==> src/rtl/cam_ctrl.sv <==
// cam_ctrl: sequencing and arbitration controller for a 16-entry CAM.
// Two requesters share the CAM under a round-robin grant. Each request is a
// lookup, or a lookup followed by a write into the next free slot (insert).
// The controller also owns the CAM reset line used for table flushes.
// Optional feature: define CAM_CTRL_STATS_EN to enable the hit, miss and
// reject counters. When it is undefined the stat ports are tied to 0.
module cam_ctrl #(
    parameter int NB_ENTRIES = 16,
    parameter int DATA_W     = 8
) (
    input  logic              clk,
    input  logic              rst,
    input  logic              req0_valid,
    input  logic              req0_insert,
    input  logic [DATA_W-1:0] req0_data,
    output logic              req0_ready,
    input  logic              req1_valid,
    input  logic              req1_insert,
    input  logic [DATA_W-1:0] req1_data,
    output logic              req1_ready,
    input  logic              flush,
    output logic              rsp_valid,
    output logic              rsp_id,
    output logic              rsp_hit,
    output logic [4:0]        rsp_idx,
    output logic              rsp_err,
    output logic              full,
    output logic              cam_enable,
    output logic              cam_write,
    output logic [4:0]        cam_addr,
    output logic [DATA_W-1:0] cam_data,
    output logic              cam_rst_n,
    input  logic [4:0]        cam_out,
    output logic [15:0]       stat_hits,
    output logic [15:0]       stat_misses,
    output logic [15:0]       stat_rejects
);

    // The allocation pointer stops at this value; slot 0 is never handed out.
    localparam logic [4:0] LAST_PTR = 5'(NB_ENTRIES);

    typedef enum logic [2:0] {
        S_IDLE,
        S_LOOKUP,
        S_CHECK,
        S_WRITE,
        S_RESP,
        S_FLUSH
    } state_t;

    state_t              state;
    state_t              state_nx;
    logic                last_gnt;
    logic                flush_pending;
    logic [4:0]          alloc_ptr;

    logic                lat_id;
    logic                lat_insert;
    logic [DATA_W-1:0]   lat_key;

    logic                flush_req;
    logic                gnt0;
    logic                gnt1;
    logic                hs;
    logic                hs_id;
    logic                hs_insert;
    logic [DATA_W-1:0]   hs_key;

    logic                rsp_id_nx;
    logic                rsp_hit_nx;
    logic [4:0]          rsp_idx_nx;
    logic                rsp_err_nx;

    // A flush, either arriving now or parked earlier, blocks new grants.
    assign flush_req = flush | flush_pending;

    // Round robin: on a tie the requester that was not granted last wins.
    assign gnt0 = req0_valid & (~req1_valid | last_gnt);
    assign gnt1 = req1_valid & (~req0_valid | ~last_gnt);

    assign req0_ready = (state == S_IDLE) & gnt0 & ~flush_req;
    assign req1_ready = (state == S_IDLE) & gnt1 & ~flush_req;

    assign hs        = req0_ready | req1_ready;
    assign hs_id     = req1_ready;
    assign hs_insert = req1_ready ? req1_insert : req0_insert;
    assign hs_key    = req1_ready ? req1_data : req0_data;

    // State register.
    always_ff @(posedge clk) begin
        if (rst) begin
            state <= S_IDLE;
        end else begin
            state <= state_nx;
        end
    end

    // Next-state decode and the response fields to load on entry to RESP.
    always_comb begin
        state_nx   = state;
        rsp_id_nx  = lat_id;
        rsp_hit_nx = 1'b0;
        rsp_idx_nx = '0;
        rsp_err_nx = 1'b0;
        case (state)
            S_IDLE: begin
                if (flush_req) begin
                    state_nx = S_FLUSH;
                end else if (hs) begin
                    rsp_id_nx = hs_id;
                    if (hs_key == '0) begin
                        // Key 0 marks unused CAM slots, so it can never be stored.
                        state_nx   = S_RESP;
                        rsp_err_nx = 1'b1;
                    end else begin
                        state_nx = S_LOOKUP;
                    end
                end
            end
            S_LOOKUP: begin
                state_nx = S_CHECK;
            end
            S_CHECK: begin
                if (cam_out != '0) begin
                    state_nx   = S_RESP;
                    rsp_hit_nx = 1'b1;
                    rsp_idx_nx = cam_out;
                end else if (!lat_insert) begin
                    state_nx = S_RESP;
                end else if (full) begin
                    state_nx   = S_RESP;
                    rsp_err_nx = 1'b1;
                end else begin
                    state_nx = S_WRITE;
                end
            end
            S_WRITE: begin
                state_nx   = S_RESP;
                rsp_idx_nx = alloc_ptr;
            end
            S_RESP: begin
                state_nx = S_IDLE;
            end
            S_FLUSH: begin
                state_nx = S_IDLE;
            end
            default: begin
                state_nx = S_IDLE;
            end
        endcase
    end

    // Arbitration pointer, flush bookkeeping and slot allocation.
    always_ff @(posedge clk) begin
        if (rst) begin
            last_gnt      <= 1'b1;
            flush_pending <= 1'b0;
            alloc_ptr     <= 5'd1;
            full          <= 1'b0;
        end else begin
            if (hs) begin
                last_gnt <= hs_id;
            end
            if (state == S_FLUSH) begin
                alloc_ptr     <= 5'd1;
                full          <= 1'b0;
                flush_pending <= flush;
            end else begin
                // In IDLE a flush is taken straight away, elsewhere it waits.
                if (flush && (state != S_IDLE)) begin
                    flush_pending <= 1'b1;
                end
                if (state == S_WRITE) begin
                    alloc_ptr <= alloc_ptr + 5'd1;
                    full      <= (alloc_ptr + 5'd1) == LAST_PTR;
                end
            end
        end
    end

    // Request capture at the handshake; pure data, so no reset.
    always_ff @(posedge clk) begin
        if (hs) begin
            lat_id     <= hs_id;
            lat_insert <= hs_insert;
            lat_key    <= hs_key;
        end
    end

    // Registered response bus and CAM strobes, decoded from the next state.
    always_ff @(posedge clk) begin
        if (rst) begin
            rsp_valid  <= 1'b0;
            rsp_id     <= 1'b0;
            rsp_hit    <= 1'b0;
            rsp_idx    <= '0;
            rsp_err    <= 1'b0;
            cam_enable <= 1'b0;
            cam_write  <= 1'b0;
            cam_addr   <= '0;
            cam_data   <= '0;
            cam_rst_n  <= 1'b0;
        end else begin
            rsp_valid  <= (state_nx == S_RESP);
            rsp_id     <= (state_nx == S_RESP) ? rsp_id_nx : 1'b0;
            rsp_hit    <= (state_nx == S_RESP) ? rsp_hit_nx : 1'b0;
            rsp_idx    <= (state_nx == S_RESP) ? rsp_idx_nx : 5'd0;
            rsp_err    <= (state_nx == S_RESP) ? rsp_err_nx : 1'b0;
            cam_enable <= (state_nx == S_LOOKUP);
            cam_write  <= (state_nx == S_WRITE);
            cam_rst_n  <= (state_nx != S_FLUSH);
            if (state_nx == S_LOOKUP) begin
                cam_data <= hs_key;
            end else if (state_nx == S_WRITE) begin
                cam_data <= lat_key;
            end
            if (state_nx == S_WRITE) begin
                cam_addr <= alloc_ptr;
            end
        end
    end

`ifdef CAM_CTRL_STATS_EN
    // Saturating increment so a long run never wraps back to a small count.
    function automatic logic [15:0] sat_inc(input logic [15:0] v);
        return (v == 16'hFFFF) ? v : v + 16'd1;
    endfunction

    // One counter steps per response strobe; a flush or reset clears all three.
    always_ff @(posedge clk) begin
        if (rst || (state == S_FLUSH)) begin
            stat_hits    <= '0;
            stat_misses  <= '0;
            stat_rejects <= '0;
        end else if (rsp_valid) begin
            if (rsp_hit) begin
                stat_hits <= sat_inc(stat_hits);
            end else if (rsp_err) begin
                stat_rejects <= sat_inc(stat_rejects);
            end else begin
                stat_misses <= sat_inc(stat_misses);
            end
        end
    end
`else
    assign stat_hits    = '0;
    assign stat_misses  = '0;
    assign stat_rejects = '0;
`endif

endmodule

==> config.mk <==
export PLATFORM = sky130hd
export DESIGN_NAME = cam_ctrl
export DESIGN_NICKNAME = d
export VERILOG_FILES = /design/src/rtl/cam_ctrl.sv
export SDC_FILE = /design/constraint.sdc
export NUM_CORES = 1
export LEC_CHECK = 0
export CAP_MARGIN = 40
export CORE_MARGIN = 4
export CORE_UTILIZATION = 46
export DETAILED_ROUTE_END_ITERATION = 8
export PLACE_DENSITY = 0.86
export SLEW_MARGIN = 20
export SYNTH_ARGS = -nofsm -noshare
export SYNTH_HDL_FRONTEND = slang
export SYNTH_SLANG_ARGS = --single-unit
==> constraint.sdc <==
create_clock -name clk -period 7.2 [get_ports clk]
set_clock_uncertainty 0.15 [all_clocks]
set_input_delay 2.16 -clock clk [delete_from_list [all_inputs] [get_ports clk]]
set_output_delay 2.16 -clock clk [all_outputs]
set_load 0.005 [all_outputs]
==> After elaboration in Yosys (flattened, before gate mapping) <==
Cells that the tools add are included.
{ "totals": {"reg_bits": 46, "in_bits": 28, "output_inout_bits": 76, "elab_cells": 80} }
{ "op_classes": {"n_addsub": 1, "n_eq_ne": 9, "mux": 26, "n_bitwise": 16, "reduce_logical": 10} }
{ "ops": {"columns": ["cell", "n"], "rows": [
  ["8-bit two-way mux", 3],
  ["3-bit two-way mux", 6],
  ["1-bit two-way mux", 13],
  ["3-bit one-hot mux with 4 select lines", 1],
  ["5-bit one-hot mux with 2 select lines", 1],
  ["3-bit by 2-bit equality test with 1-bit output, second input constant", 3],
  ["8-bit logical NOT", 1],
  ["1-bit bitwise AND", 6],
  ["3-bit by 1-bit equality test with 1-bit output, second input constant", 2],
  ["3-bit equality test, second input constant", 2],
  ["1-bit NOT", 6],
  ["5-bit by 1-bit adder with 5-bit output, second input constant", 1],
  ["5-bit equality test, second input constant", 1],
  ["5-bit two-way mux", 1],
  ["5-bit nonzero test", 1],
  ["1-bit bitwise OR", 4],
  ["2-bit nonzero test", 2],
  ["2-bit OR reduction", 2],
  ["3-bit logical NOT", 1],
  ["3-bit != test, second input constant", 1],
  ["3-bit nonzero test", 1],
  ["3-bit OR reduction", 1],
  ["1-bit one-hot mux with 2 select lines", 1],
  ["1-bit logical AND", 1]
]} }

==> Logic depth before layout (Yosys ltp) <==
Gate-level depths: netlist of run 1.
{ "depth": {"depth_word": 14, "mapped_depth": 7, "mapped_depth_nobuf": 5} }

==> Least setup slack after synthesis of run 1 <==
Ideal clock, no wire load.
{ "synth_timing": {"kind": "input-to-output", "from": "input flush", "to": "output req1_ready", "arrival_ps": 2990, "required_ps": 4890, "path_slack_ps": 1900, "path_stages": 4, "n_path_buf": 1, "path_cell_list": "nor2_1 -> nand4_1 -> clkbuf_1 -> inv_1"} }
{ "synth_via": {"elab_chain_cells": 3} }
{ "synth_rtl": {"columns": ["item", "line_no", "source"], "rows": [
  ["from (decl)", "21", "input logic flush,"],
  ["1-bit bitwise OR", "75", "assign flush_req = flush | flush_pending;"],
  ["1-bit NOT", "82", "assign req1_ready = (state == S_IDLE) & gnt1 & ~flush_req;"],
  ["1-bit bitwise AND", "82", null],
  ["to (decl)", "20", "output logic req1_ready,"]
]} }
Every way passes these cells.

==> Worst setup path after layout of run 1 <==
Ends and elaborated chain as after synthesis.

==> results.ini, run 1 <==
[power_and_ir_drop]
clkPwrFrac = 0.266
p_int_w = 0.0004288
p_sw_frac = 0.2884
p_leak_nw = 1.129
max-vdd-ir-drop_uv = 146.3
p_comb_frac = 0.228
p_per_area_mw_per_mm2 = 204.8
pwr-share-seq = 0.506
switching_power_w = 0.0001738

[clock_tree]
cts_resized = 0
cts_tree = built
clock_latency_ns = 0.30
ctsHoldBuffers = 0
post_cts_buffers = 0
htreeDepth = 2
cts_buffers = 5
clock_sinks = 46
clk_pin_slew_ns = 0.08
clockBufferDepth = 2
root_buffer = clkbuf_8

[final_layout]
synthToLayoutAreaGrowth_pct = 21.75
nets = 334
num-fill-cells = 492
final_cell_mix = clkdlybuf4s50_1 (55), conb_1 (48), dfxtp_1 (37), nor2_1 (18), nand2_1 (17)
final_common_cell = clkdlybuf4s50_1
diodes = 0
drive_gt1_frac = 0.1082

[floorplanning]
start_util = 0.4731
die_h_um = 80.47
die_x_um = 80.47
ioPinCount = 104
rows = 26
dieArea_mm2 = 0.006475
fp.coreArea_mm2 = 0.005107

[job]
maxCapViolCount = 0

[route]
dr.pass1.iters = 4
num_vias = 1820
route.detailed.drc = 0
drt-total-wl_mm = 5.095
drtIter0Drc = 121
avgViaCountPerCell = 4.853
wl_per_cell_um = 13.59
antenna_left = 0

[place]
hpwl_mm = 3.911
dp_slack_ns = 0.9335
io_buffer_count = 55
gp_congestion = 0.8386

[timing]
hold_viol_final = 0
postLayoutSetupSlackWorst_ns = 0.9471
worstMarginPinSlew_ns = 0.7862
layout_min_cycle_time_ns = 6.253
hold_slack_ns = 0.3311
fmax_ghz = 0.1599
tns_ns = 0
maxSlewHeadroom = 0.4715
rsz0062_at_grt = no
fin_crit_sh = 0.8685
maxSlewViolCount = 0
setup_violations = 0

[worst_hold_path]
hold-path-endpoint = cam_data[0]$_SDFFE_PP0P_
hp-class = flop to flop
hp-start = cam_data[0]$_SDFFE_PP0P_
worstHoldPathCells = 2

[critical_path]
end_kind = output pin
crit_arrival_ns = 3.94
start_kind = input port
crit_required_ns = 4.89
r2r_cells = 6
rr_startpoint = state[2]$_SDFF_PP0_
worst-path-max-fanout = 12
worstSetupPathType = input port to output pin
timing.rr.end = rsp_id$_SDFF_PP0_
r2r_slack_ns = 4.82

[logic_synthesis]
ys.flop_type = dfxtp_1
yosys.area.top_type = dfxtp_1
synth.avg_cell_area_um2 = 9.703
synthTopCellsByArea = dfxtp_1 (31%), buf_4 (15%), edfxtp_1 (11%)
ys_ff_latch = 46
synthDistinctLibCells = 46
synth_warnings = 0
synth_edf_count = 9
postSynth.asyncResetShare = 0
netlist_area_mm2 = 0.002416
synth_top_area_share = 0.3066
yosysSeqAreaShare = 0.4184
syn-instance-count = 249

[global_route]
grt_max_degree = 22
grt_antenna_before_repair = 0
grt_pass1_wl_mm = 8.038
grt-ovfl-total = 0
grt_pass1_vias = 1781
grt_usage = 0.1598

[outcome]
outcome = completed

logic make-up after synthesis:
group | after synthesis | share of synthesized area
AOI/OAI and AO/OA | 40 | 0.1238
xor gates and xnor gates | 4 | 0.01450
adders and majority gates | 2 | 0.01036
buffers and inverters | 60 | 0.1714
DFF | 46 | 0.4184
muxes | 15 | 0.06784
other | 1 | 0.001552
and+or+nand+nor | 81 | 0.1921
stage by stage:
stage | total power, W | instance area (µm²) | util | std cells
final | 0.0006025 | 2942 | 0.5759 | 375
after global routing | 0.0006357 | 2942 | 0.5759 | 375
after CTS | 0.0006087 | 2942 | 0.5759 | 375
after detailed placement | 0.0004477 | 2846 | 0.5573 | 367
after global placement | 0.0004428 | 2846 | 0.5573 | 367
after floorplan | 0.0004110 | 2592 | - | 296
power groups by stage:
| stage | sequential, W | clock (W) | combinational [W] |
|---|---|---|---|
| finish | 0.000305 | 0.000160 | 0.000137 |
| global route | 0.000308 | 0.000177 | 0.000150 |
| CTS | 0.000305 | 0.000166 | 0.000137 |
| detailed placement | 0.000311 | 0 | 0.000137 |
| global placement | 0.000310 | 0 | 0.000133 |
| floorplan | 0.000304 | 0 | 0.000107 |
cell usage after synthesis (all sizes together) (3+ instances only):
cell	number
a21oi	6
a22oi	13
buf	50
clkbuf	6
dfxtp	37
edfxtp	9
inv	4
mux2	8
mux2i	7
nand2	17
nand2b	10
nand3	4
nand4	3
nor2	19
nor3	12
nor4	5
o21ai	11
xor2	3
worst max path at each step:
| stage | start | endpoint | depth (start not counted) |
|---|---|---|---|
| 2_1_floorplan | flush | req1_ready | 4 |
| 3_3_place_gp | flush | req1_ready | 6 |
| 4_1_cts | flush | req1_ready | 6 |
| 5_1_grt | flush | req1_ready | 6 |
| 6_report | flush | req1_ready | 6 |
| 3_5_place_dp | flush | req1_ready | 6 |
metal layers:
metal	share of wire	vias to the layer above	GRT usage
met5	0	-	0
met4	0.011	0	0.05068
met3	0.082	6	0.04933
met2	0.48	69	0.2757
met1	0.42	854	0.1882
li1	-	891	-
worst max-delay path, stage by stage:
cell             delay [ns]
clkdlybuf4s50_1        0.43
nor2_1                 0.38
nand4_1                0.16
buf_4                  0.22
inv_1                  0.08
clkdlybuf4s50_1        0.50
final cells by class:
class / count / area, µm² / area share
clock buffer: 6 / 82.58 / 0.02807
clock inverter: 2 / 12.51 / 0.004254
multi-input combinational: 190 / 1167 / 0.3969
inverter: 4 / 15.01 / 0.005104
tap: 70 / 87.58 / 0.02977
sequential: 46 / 1011 / 0.3437
timing repair buffer: 57 / 565.5 / 0.1923
registers in the layout (all words and copies together) (netlist names), 3 cells and up:
signal / count
state: 3
rsp_idx: 5
cam_data: 8
cam_addr: 5
lat_key: 8
alloc_ptr: 5
(Power assumes the default switching activity.)
==> inputs of run 2 (changes only) <==
- SETUP_SLACK_MARGIN: not set -> 0.4
- SLEW_MARGIN: 20 -> not set
==> results of run 2 <==
Final layout, timing and power as in run 1 (identical DEF).
==> inputs of run 3 (changes only) <==
- CORE_ASPECT_RATIO: not set -> 0.6
- PLACE_DENSITY: 0.86 -> 0.88
==> run 3 against run 2 <==
  * Core utilization grew 0.14 points
  * Sequential cell count is the same
  * Combinational power is essentially flat
  * Global-route usage shrank 0.48 points
  * Highest routed layer unchanged
==> results.ini, run 3 (synthesized netlist as in run 1, its figures left out) <==
[route]
dr.pass1.iters = 4
antenna_left = 0
drtIter0Drc = 86
avgViaCountPerCell = 4.927
wl_per_cell_um = 14.09
route.detailed.drc = 0
drt-total-wl_mm = 5.229
num_vias = 1828

[clock_tree]
ctsHoldBuffers = 0
htreeDepth = 2
clock_latency_ns = 0.29
cts_resized = 0
clk_pin_slew_ns = 0.09
cts_tree = built
clock_sinks = 46
cts_buffers = 5
clockBufferDepth = 2
post_cts_buffers = 0
root_buffer = clkbuf_8

[floorplanning]
start_util = 0.4756
dieArea_mm2 = 0.006514
ioPinCount = 104
rows = 20
fp.coreArea_mm2 = 0.005080
die_h_um = 64.14
die_x_um = 101.6

[final_layout]
nets = 334
final_common_cell = clkdlybuf4s50_1
synthToLayoutAreaGrowth_pct = 21.39
fin_util = 0.5773
final_cell_mix = clkdlybuf4s50_1 (55), conb_1 (48), dfxtp_1 (37), nor2_1 (18), nand2_1 (17)
reg.largest.list = cam_data x8, lat_key x8
diodes = 0
drive_gt1_frac = 0.1049

[critical_path]
crit_arrival_ns = 4.08
worst-path-max-fanout = 7
end_kind = output pin
crit_path_frequent_cell = clkdlybuf4s50_1
crit_required_ns = 4.89
crit_slowest_cell = clkdlybuf4s50_1
start_kind = input port
worstSetupPathType = input port to output pin
path_cells = clkdlybuf4s50_1 -> nor2_1 -> nand4_1 -> inv_1 -> clkdlybuf4s50_1
slowest_delay_ns = 0.52

[timing]
maxSlewViolCount = 0
worstMarginPinSlew_ns = 0.8558
tns_ns = 0
layout_min_cycle_time_ns = 6.387
fmax_ghz = 0.1566
setup_violations = 0
fin_crit_sh = 0.8871
hold_viol_final = 0
rsz0062_at_grt = no
maxSlewHeadroom = 0.4247

[global_route]
grt-ovfl-total = 0
grt_antenna_before_repair = 0
grt_max_degree = 22
grt_pass1_vias = 1662
grt_pass1_wl_mm = 7.969
grt_usage = 0.1551

[power_and_ir_drop]
max-vdd-ir-drop_uv = 94.06
p_per_area_mw_per_mm2 = 205.3
p_leak_nw = 1.130

[worst_hold_path]
hp-class = flop to flop

[job]
maxCapViolCount = 0

[place]
hpwl_mm = 4.054
io_buffer_count = 55
gp_congestion = 0.8187

[outcome]
outcome = completed

run 3: changes by cell type in the layout (fill, tap and decap cells not counted), sizes merged:
cell	change
clkinvlp	-1
clkbuf	+1
run 3: stage by stage:
stage          total power, W  setup WS [ns]  cell area, µm²  hold WS [ns]  cells
2_1_floorplan       0.0004110          1.900            2592        0.2622    296
3_3_place_gp        0.0004420         0.9975            2841        0.2917    363
3_5_place_dp        0.0004467         0.8706            2841        0.2902    363
4_1_cts             0.0006038         0.8582            2933        0.3121    371
5_1_grt             0.0006353         0.7424            2933        0.3350    371
6_report            0.0006020         0.8132            2933        0.3184    371
run 3: power breakdown:
| group | internal [W] | total, W | leakage [nW] | switching, W |
|---|---|---|---|---|
| clock | 0.0000775 | 0.000160 | 0.0482 | 0.0000820 |
| sequential | 0.000286 | 0.000305 | 0.384 | 0.0000187 |
| combinational | 0.0000653 | 0.000137 | 0.697 | 0.0000721 |
| total | 0.000429 | 0.000602 | 1.13 | 0.000173 |
run 3: layout make-up:
| cell class | count | area, µm² |
|---|---|---|
| Timing Repair Buffer | 57 | 565.5 |
| Clock buffer | 7 | 86.33 |
| Fill cell | 441 | 2147 |
| Tap cell | 66 | 82.58 |
| Sequential cell | 46 | 1011 |
| Multi-Input combinational cell | 190 | 1167 |
| Inverter | 4 | 15.01 |
| Clock inverter | 1 | 5.005 |
run 3: worst max-delay path, delay by kind of cell:
family	cells	cell delay (ns)
buffers and inverters	3	1.13
and+or+nand+nor	2	0.79
run 3: worst paths after layout:
kind                              startpoint  slack, ns                end  depth (start not counted)
setup reg to reg  flush_pending$_SDFFE_PP0P_       4.66  rsp_id$_SDFF_PP0_                          6
hold reg to reg               lat_id$_DFF_P_       0.32     lat_id$_DFF_P_                          2
setup / recovery                       flush       0.81         req1_ready                          5
hold / removal                lat_id$_DFF_P_       0.32     lat_id$_DFF_P_                          2
run 3: metal layers:
| layer | track usage | wire length, µm | share of wire |
|---|---|---|---|
| met1 | 0.2224 | 2413 | 0.46 |
| met2 | 0.2272 | 2334 | 0.45 |
| met3 | 0.04362 | 436 | 0.083 |
| met4 | 0.04312 | 45 | 0.0086 |
| met5 | 0 | 0 | 0 |
